===== src/rtl/uart_pkg.sv =====
// uart_pkg
// Shared types and constants for the UART transmit path.
//   arb_state_t    : arbiter sequencing states (IDLE / LOAD / WAIT)
//   UART_DATA_W    : default byte width of the UART datapath
//   UART_MAX_BURST : default number of bytes a requester may send per grant
package uart_pkg;

    localparam int UART_DATA_W    = 8;
    localparam int UART_MAX_BURST = 16;

    typedef enum logic [1:0] {
        IDLE = 2'd0,
        LOAD = 2'd1,
        WAIT = 2'd2
    } arb_state_t;

endpackage


===== src/rtl/uart_tx_arbiter_rr_pick.sv =====
// rr_pick
// Combinational round-robin picker. Searches req upward starting at index
// ptr, wrapping modulo N_REQ, and returns the first set bit as a one-hot grant.
// Ports:
//   req   in  N_REQ  request vector
//   ptr   in  PTR_W  index where the search starts
//   grant out N_REQ  one-hot winner, 0 when no request
//   any   out 1      at least one request present
module rr_pick #(
    parameter int N_REQ = 4,
    localparam int PTR_W = (N_REQ > 1) ? $clog2(N_REQ) : 1
) (
    input  logic [N_REQ-1:0] req,
    input  logic [PTR_W-1:0] ptr,
    output logic [N_REQ-1:0] grant,
    output logic             any
);

    // One spare bit so ptr + k can exceed N_REQ-1 before the wrap correction.
    logic [PTR_W:0] pos;
    logic           found;

    always_comb begin
        grant = '0;
        found = 1'b0;
        pos   = '0;
        for (int k = 0; k < N_REQ; k++) begin
            pos = {1'b0, ptr} + (PTR_W+1)'(k);
            if (pos >= (PTR_W+1)'(N_REQ)) begin
                pos = pos - (PTR_W+1)'(N_REQ);
            end
            if (!found && req[pos[PTR_W-1:0]]) begin
                grant[pos[PTR_W-1:0]] = 1'b1;
                found                 = 1'b1;
            end
        end
    end

    assign any = |req;

endmodule


===== src/rtl/uart_tx_arbiter.sv =====
// uart_tx_arbiter
// Shares one UART transmitter among N_REQ byte-stream requesters. A requester
// keeps the grant until it flags its last byte, sends MAX_BURST bytes, or drops
// req_valid between bytes. The next search starts just above the previous owner.
// Ports:
//   clk, reset  clock and synchronous active-high reset
//   req_valid   in  N_REQ         byte pending per requester
//   req_data    in  N_REQ*DATA_W  byte of requester i at [i*DATA_W +: DATA_W]
//   req_last    in  N_REQ         byte is the last of its message
//   req_ready   out N_REQ         one-hot, byte of the owner accepted this cycle
//   tx_start    out 1             pulse, UART loads tx_data
//   tx_data     out DATA_W        registered byte, held until next tx_start
//   tx_busy     in  1             UART shifting a frame
//   tx_done     in  1             pulse at end of stop bit
//   gnt         out N_REQ         one-hot current owner, 0 when idle
//   arb_busy    out 1             grant held
module uart_tx_arbiter
    import uart_pkg::*;
#(
    parameter int N_REQ     = 4,
    parameter int DATA_W    = UART_DATA_W,
    parameter int MAX_BURST = UART_MAX_BURST
) (
    input  logic                    clk,
    input  logic                    reset,
    input  logic [N_REQ-1:0]        req_valid,
    input  logic [N_REQ*DATA_W-1:0] req_data,
    input  logic [N_REQ-1:0]        req_last,
    output logic [N_REQ-1:0]        req_ready,
    output logic                    tx_start,
    output logic [DATA_W-1:0]       tx_data,
    input  logic                    tx_busy,
    input  logic                    tx_done,
    output logic [N_REQ-1:0]        gnt,
    output logic                    arb_busy
);

    localparam int PTR_W = $clog2(N_REQ);
    localparam int CNT_W = $clog2(MAX_BURST + 1);

    arb_state_t         state_reg;
    logic [N_REQ-1:0]   gnt_reg;
    logic [PTR_W-1:0]   gnt_idx_reg;
    logic [PTR_W-1:0]   rr_ptr_reg;
    logic [CNT_W-1:0]   burst_cnt_reg;
    logic               last_seen_reg;
    logic               tx_start_reg;
    logic [DATA_W-1:0]  tx_data_reg;

    logic [N_REQ-1:0]   pick_gnt;
    logic               pick_any;
    logic [PTR_W-1:0]   pick_idx;
    logic [PTR_W-1:0]   ptr_next;

    logic [DATA_W-1:0]  req_bytes [N_REQ];
    logic [DATA_W-1:0]  owner_byte;
    logic               owner_valid;
    logic               owner_last;
    logic               load_accept;

    rr_pick #(
        .N_REQ (N_REQ)
    ) u_rr_pick (
        .req   (req_valid),
        .ptr   (rr_ptr_reg),
        .grant (pick_gnt),
        .any   (pick_any)
    );

    // Per-requester byte lanes and the one-hot ready strobe.
    generate
        for (genvar gi = 0; gi < N_REQ; gi++) begin : g_lane
            assign req_bytes[gi] = req_data[gi*DATA_W +: DATA_W];
            assign req_ready[gi] = load_accept & gnt_reg[gi];
        end
    endgenerate

    always_comb begin
        pick_idx = '0;
        for (int k = 0; k < N_REQ; k++) begin
            if (pick_gnt[k]) begin
                pick_idx = PTR_W'(k);
            end
        end
    end

    assign owner_valid = |(req_valid & gnt_reg);
    assign owner_last  = |(req_last & gnt_reg);
    assign owner_byte  = req_bytes[gnt_idx_reg];

    // Accept only when the UART is free so tx_start never collides with tx_busy.
    assign load_accept = (state_reg == LOAD) && owner_valid && !tx_busy;

    assign ptr_next = (gnt_idx_reg == PTR_W'(N_REQ - 1)) ? '0
                                                        : gnt_idx_reg + PTR_W'(1);

    always_ff @(posedge clk) begin
        if (reset) begin
            state_reg     <= IDLE;
            gnt_reg       <= '0;
            gnt_idx_reg   <= '0;
            rr_ptr_reg    <= '0;
            burst_cnt_reg <= '0;
            last_seen_reg <= 1'b0;
            tx_start_reg  <= 1'b0;
            tx_data_reg   <= '0;
        end else begin
            tx_start_reg <= 1'b0;
            case (state_reg)
                IDLE: begin
                    if (pick_any) begin
                        gnt_reg       <= pick_gnt;
                        gnt_idx_reg   <= pick_idx;
                        burst_cnt_reg <= '0;
                        last_seen_reg <= 1'b0;
                        state_reg     <= LOAD;
                    end
                end
                LOAD: begin
                    if (!owner_valid) begin
                        // Owner withdrew between bytes: give the UART away.
                        rr_ptr_reg <= ptr_next;
                        gnt_reg    <= '0;
                        state_reg  <= IDLE;
                    end else if (!tx_busy) begin
                        tx_data_reg   <= owner_byte;
                        tx_start_reg  <= 1'b1;
                        last_seen_reg <= owner_last;
                        burst_cnt_reg <= burst_cnt_reg + CNT_W'(1);
                        state_reg     <= WAIT;
                    end
                end
                WAIT: begin
                    if (tx_done) begin
                        if (last_seen_reg || (burst_cnt_reg == CNT_W'(MAX_BURST))) begin
                            rr_ptr_reg <= ptr_next;
                            gnt_reg    <= '0;
                            state_reg  <= IDLE;
                        end else begin
                            state_reg <= LOAD;
                        end
                    end
                end
                default: begin
                    gnt_reg   <= '0;
                    state_reg <= IDLE;
                end
            endcase
        end
    end

    assign tx_start = tx_start_reg;
    assign tx_data  = tx_data_reg;
    assign gnt      = gnt_reg;
    assign arb_busy = (state_reg != IDLE);

endmodule


===== config.mk =====
export PLATFORM = sky130hd
export DESIGN_NAME = uart_tx_arbiter
export DESIGN_NICKNAME = d
export VERILOG_FILES = /design/src/rtl/uart_pkg.sv /design/src/rtl/uart_tx_arbiter_rr_pick.sv /design/src/rtl/uart_tx_arbiter.sv
export SDC_FILE = /design/constraint.sdc
export NUM_CORES = 1
export LEC_CHECK = 0
export ABC_CLOCK_PERIOD_IN_PS = 4550
export BUFFER_PORTS_ARGS = -buffer_cell sky130_fd_sc_hd__buf_2
export CAP_MARGIN = 0
export CORE_MARGIN = 4
export CORE_UTILIZATION = 53
export CTS_CLUSTER_SIZE = 30
export DETAILED_ROUTE_END_ITERATION = 8
export PLACE_DENSITY = 0.87
export SLEW_MARGIN = 10
export SYNTH_ARGS = -nofsm -noshare
export SYNTH_HDL_FRONTEND = slang
export SYNTH_SLANG_ARGS = --single-unit

===== constraint.sdc =====
create_clock -name clk -period 4.55 [get_ports clk]
set_input_delay 0 -clock clk [delete_from_list [all_inputs] [get_ports clk]]
set_output_delay 0 -clock clk [all_outputs]
set_load 0.05 [all_outputs]

# Word-level counts from Yosys, hierarchy flattened

Cells that the tools add are included.

Register bits after elaboration: 25
Word-level logic and storage cells: 140
Output and inout bits: 18

Equal/unequal tests: 11
Reductions and logical operators: 28
Bitwise operators: 13
Add/sub/neg operators: 9
Multiplexer cells: 58
$lt $le $gt $ge: 13

Operators with widths:

| kind                                                                                | number |
|---|---|
| 4-bit 2-to-1 mux                                                                    | 8 |
| 2-bit 2-to-1 mux                                                                    | 14 |
| 1-bit 2-to-1 mux                                                                    | 17 |
| 8-bit binary-select mux with 2-bit select                                           | 1 |
| 8-bit 2-to-1 mux                                                                    | 2 |
| 5-bit 2-to-1 mux                                                                    | 3 |
| 3-bit greater-or-equal comparator, second input constant                            | 4 |
| 2-bit by 3-bit < comparator with 1-bit output, second input constant                | 4 |
| 2-bit inequality test, second input constant                                        | 6 |
| 4-bit OR                                                                            | 3 |
| 4-bit case mux with 3 select lines                                                  | 1 |
| 4-bit AND reduction                                                                 | 3 |
| 4-bit OR reduction                                                                  | 3 |
| 5-bit case mux with 2 select lines                                                  | 1 |
| 1-bit logical AND                                                                   | 9 |
| 4-bit bitwise AND                                                                   | 2 |
| 1-bit binary-select mux with 2-bit select                                           | 4 |
| 1-bit demux with 2-bit select                                                       | 4 |
| 2-bit by 1-bit greater-or-equal comparator with 1-bit output, second input constant | 4 |
| 2-bit by 1-bit subtractor with 2-bit output, second input constant                  | 4 |
| 2-bit by 2-bit adder with 3-bit output, second input constant                       | 2 |
| 2-bit case mux with 3 select lines                                                  | 1 |
| 3-bit AND reduction                                                                 | 2 |
| 2-bit nonzero test                                                                  | 3 |
| 18 further kinds                                                                    | 27 |

# Longest topological paths before layout

Depth after elaboration: 17
Depth in mapped cells: 8
Gate-level depth less buffers: 7

# Modules after synthesis

A second synthesis with hierarchy kept.

Cell total of the unflattened synthesis: 183
Area, all modules: 1705.4 um2

By module, submodules not included:

| module          | cells an instance | seq. area each (um2) | instances | area each (um2) |
|---|---|---|---|---|
| uart_tx_arbiter | 152               | 500.5                | 1         | 1395.1 |
| rr_pick         | 31                | 0.0                  | 1         | 310.3 |

# Least setup slack after synthesis

No wires, ideal clock.

Path kind: reg-to-reg
From: register rr_ptr_reg[0]
To: register gnt_idx_reg[0]
Path buffers: 1
Period minus slack after synthesis: 2456 ps
Cell stages (with the launch flop): 9
Data arrival time: 2368 ps
Setup slack: 2094 ps
Cells stage by stage: dfxtp_1 > buf_6 > inv_1 > ha_1 > mux4_2 > or3b_4 > o221ai_1 > o211ai_1 > a311oi_2

Word-level cells in the longest chain between the ends: 17

RTL lines:

| what                                                                                            | line                          | RTL |
|---|---|---|
| start, declared                                                                                 | uart_tx_arbiter.sv:44         | `logic [PTR_W-1:0] rr_ptr_reg;` |
| start signal, assigned                                                                          | uart_tx_arbiter.sv:122        | `rr_ptr_reg <= ptr_next;` |
| start signal, assigned                                                                          | uart_tx_arbiter.sv:136        | `rr_ptr_reg <= ptr_next;` |
| parallel branches: the longest is 13 deep, another holds 2-bit by 1-bit adder with 3-bit output | n/a                           |  |
| 4-bit 2-to-1 mux (*)                                                                            | uart_tx_arbiter_rr_pick.sv:32 | `if (!found && req[pos[PTR_W-1:0]]) begin` |
| 1-bit 2-to-1 mux                                                                                | uart_tx_arbiter.sv:81         | `if (pick_gnt[k]) begin` |
| 2-bit 2-to-1 mux                                                                                | uart_tx_arbiter.sv:81         |  |
| 2-bit 2-to-1 mux (*)                                                                            | uart_tx_arbiter.sv:81         |  |
| end signal, assigned                                                                            | uart_tx_arbiter.sv:113        | `gnt_idx_reg <= pick_idx;` |
| end, declared                                                                                   | uart_tx_arbiter.sv:43         | `logic [PTR_W-1:0] gnt_idx_reg;` |

Every way passes the cells marked *. The select of a mux whose other input is x is not followed.
A chain may end at the register's enable or synchronous reset.

# Worst setup path in the final report

From: register rr_ptr_reg[0]
To: register gnt_idx_reg[1]

Word-level cells in the longest chain between the ends: 16

RTL lines:

| what                                                                                            | line |
|---|---|
| parallel branches: the longest is 13 deep, another holds 2-bit by 1-bit adder with 3-bit output | n/a |
| 4-bit 2-to-1 mux (*)                                                                            | uart_tx_arbiter_rr_pick.sv:32 |
| 2-bit 2-to-1 mux                                                                                | uart_tx_arbiter.sv:81 |
| 2-bit 2-to-1 mux (*)                                                                            | uart_tx_arbiter.sv:81 |

Marks and branches as above.

==> results.txt <==
Outcome -> finished clean
Drt first pass iters -> 4
Global Route Usage Sum -> 0.204
CP arrival -> 3.01 ns
Worst setup path class -> reg -> reg
Synth cell types -> 39
Drt via density -> 5.59
Slowest CP cell -> mux4_2
Ant diodes -> 0
Final wirelength -> 3990 um
Vias in the first global route -> 1,505
CTS Sinks -> 25
Avg WL per Cell -> 14.0 um
Final period utilization -> 0.611
Commonest non-fill, non-tap cell in the layout -> buf_2
Dpl hpwl -> 3180 um
FILL cells -> 267
Maximum buffer depth of the clock tree -> 2
Post-layout nets -> 295
Synth warn -> 0
Sum Neg Setup Slack -> 0 ns
Port buffer count -> 61
Worst slew pin tran -> 0.628 ns
Hold Vio Cnt, Final -> 0
Number of CTS-inserted buffers -> 3
Die Wd -> 64.1 um
WP data required -> 4.78 ns
Full die area -> 4100 um^2
Max FFs per register -> 8
HP Class -> in -> reg
Detailed-route DRC error count -> 0
Antenna viol nets, final -> 0
CP max FO -> 8
CTS tree -> done
Crit end category -> flop
Max-Cap Viols -> 0
Io pins -> 62
Slew Viols, Final -> 0
Area growth from synthesis to layout -> 21.3%
Post-synthesis cell count -> 185
FMAX -> 0.360 GHz
Sequential-to-total area share from yosys stat -> 0.301
Synth Net Count -> 237
DIE HEIGHT -> 64.1 um
Crit path time final -> 2.78 ns
Aggregate global routing overflow -> 0
Lkg Pwr -> 0.828 nW
Routability Congestion -> 0.841
Largest net degree at the start of global routing -> 26
Cell area after synthesis -> 1670 um^2
Cell family with most CP delay -> multiplexers
Critical Path Start Type -> flop
Power density over cell area -> 307 nW/um^2
Starting Density -> 0.550
Layout cells sized above 1 -> 0.347
Max IR drop VDD -> 0.164 mV
CTS Root Cell -> clkbuf_4
Buf/Inv on CP -> 1
Initial drt markers -> 108
Most frequent cells in the layout -> buf_2 (61), nand2_1 (27), dfxtp_1 (25)
Non-Filler Instances -> 286
Layout Skew -> 0.0131 ns
H-Tree Depth -> 1
RSZ-0062 raised after global routing -> false
Critical Path Max Stage Delay -> 0.60 ns
First-pass GRT wire length -> 6620 um
Worst skew pair latency -> 0.33 ns
Clock Pin Slew Worst Setup and Hold Paths -> 0.15 ns
Worst-path cell chain -> inv_1 > ha_1 > mux4_2 > or3b_4 > o221ai_2 > nor2_1 > a311oi_1
Core area -> 3030 um^2
Placed cells -> 281
Vias -> 1,599
Cell row count -> 20
Syn Area/Cell -> 9.00 um^2
FF+latch count, synth -> 25
Slew headroom -> 0.577
Endpoints failing setup -> 0
Initial antenna violation count -> 0
-- per-stage QoR --
stage / hold WS, ns / setup WS [ns] / utilization / cell area, um^2 / power, mW
after floorplan: 0.183 / 2.09 / - / 1670 / 0.469
after global placement: 0.306 / 1.94 / 0.654 / 1980 / 0.515
after detailed placement: 0.318 / 1.79 / 0.654 / 1980 / 0.522
after CTS: 0.0214 / 1.77 / 0.667 / 2020 / 0.623
after global routing: 0.0238 / 1.62 / 0.667 / 2020 / 0.663
final: 0.0198 / 1.77 / 0.667 / 2020 / 0.621
-- synth_stat cells, drive strengths merged --
master	n	share of area
a211oi	1	0.0045
a21oi	19	0.057
a22oi	6	0.027
a311oi	2	0.014
and2	9	0.034
buf	5	0.020
clkbuf	5	0.011
clkinv	1	0.0023
dfxtp	25	0.30
ha	8	0.060
inv	8	0.018
mux2i	2	0.012
mux4	12	0.16
nand2	27	0.061
nand3	1	0.0030
nand3b	1	0.0045
nor2	16	0.036
nor2b	1	0.0038
nor3	4	0.012
nor3b	1	0.0045
nor4	1	0.0038
nor4b	1	0.014
nor4bb	1	0.0060
o2111ai	2	0.011
o211ai	2	0.0090
o21ai	11	0.033
o21ba	1	0.0060
o221a	1	0.0068
o221ai	3	0.020
o22ai	1	0.0038
o2bb2ai	1	0.0053
o31a	1	0.0053
or2	1	0.0038
or3b	1	0.0068
xor2	3	0.016
-- power by group --
group          total [mW]  switching [mW]  internal, mW
combinational       0.247           0.132         0.116
sequential          0.271          0.0352         0.236
clock               0.103          0.0690        0.0336
-- layout make-up --
| class | count | area (um^2) | share of cell area |
|---|---|---|---|
| multi-input cells | 141 | 1080 | 0.534 |
| flip-flops and latches | 25 | 500 | 0.248 |
| repair buffers | 63 | 323 | 0.160 |
| well taps | 44 | 55.1 | 0.0272 |
| inverters | 9 | 33.8 | 0.0167 |
| clock buffers | 3 | 22.5 | 0.0111 |
| clock inverters | 1 | 7.51 | 0.00372 |
-- final timing paths --
| path | to | cells after the start | slack [ns] | startpoint |
|---|---|---|---|---|
| worst min-delay path | last_seen_reg | 5 | 0.02 | req_last[1] |
| worst min register to register | tx_data[3] | 2 | 0.46 | tx_data[3] |
| worst max-delay path | gnt_idx_reg[1] | 7 | 1.77 | rr_ptr_reg[0] |
| worst max register to register | gnt_idx_reg[1] | 7 | 1.77 | rr_ptr_reg[0] |
-- repair_timing --
| item | CTS | global route |
|---|---|---|
| setup buffers | 0 | 0 |
| hold endpoints to repair | 1 | 0 |
| resized for setup | 0 | 0 |
| hold buffers | 1 | 0 |
-- per-layer routing --
layer / up-vias / share of wire / track usage
li1: 790 / - / -
met1: 765 / 0.41 / 0.242
met2: 39 / 0.53 / 0.375
met3: 5 / 0.051 / 0.0369
met4: 0 / 0.0098 / 0.0485
met5: - / 0 / 0
-- logic make-up (layout without fill, tap and decap cells) --
| logic type | Yosys count | in the layout | synth area share |
|---|---|---|---|
| simple gates | 65 | 65 | 0.193 |
| xor+xnor | 3 | 3 | 0.0158 |
| mux | 14 | 14 | 0.177 |
| flops | 25 | 25 | 0.301 |
| buf+inv | 19 | 76 | 0.0518 |
| fa+ha+maj | 8 | 8 | 0.0601 |
| compound gates | 51 | 51 | 0.202 |
-- worst min-delay path: stages --
cell and delay (ns):
buf_2 0.08, a22oi_1 0.05, nand2_1 0.07, a22oi_1 0.05, nor2_1 0.08
No activity file was read; power rests on OpenSTA's default activity.
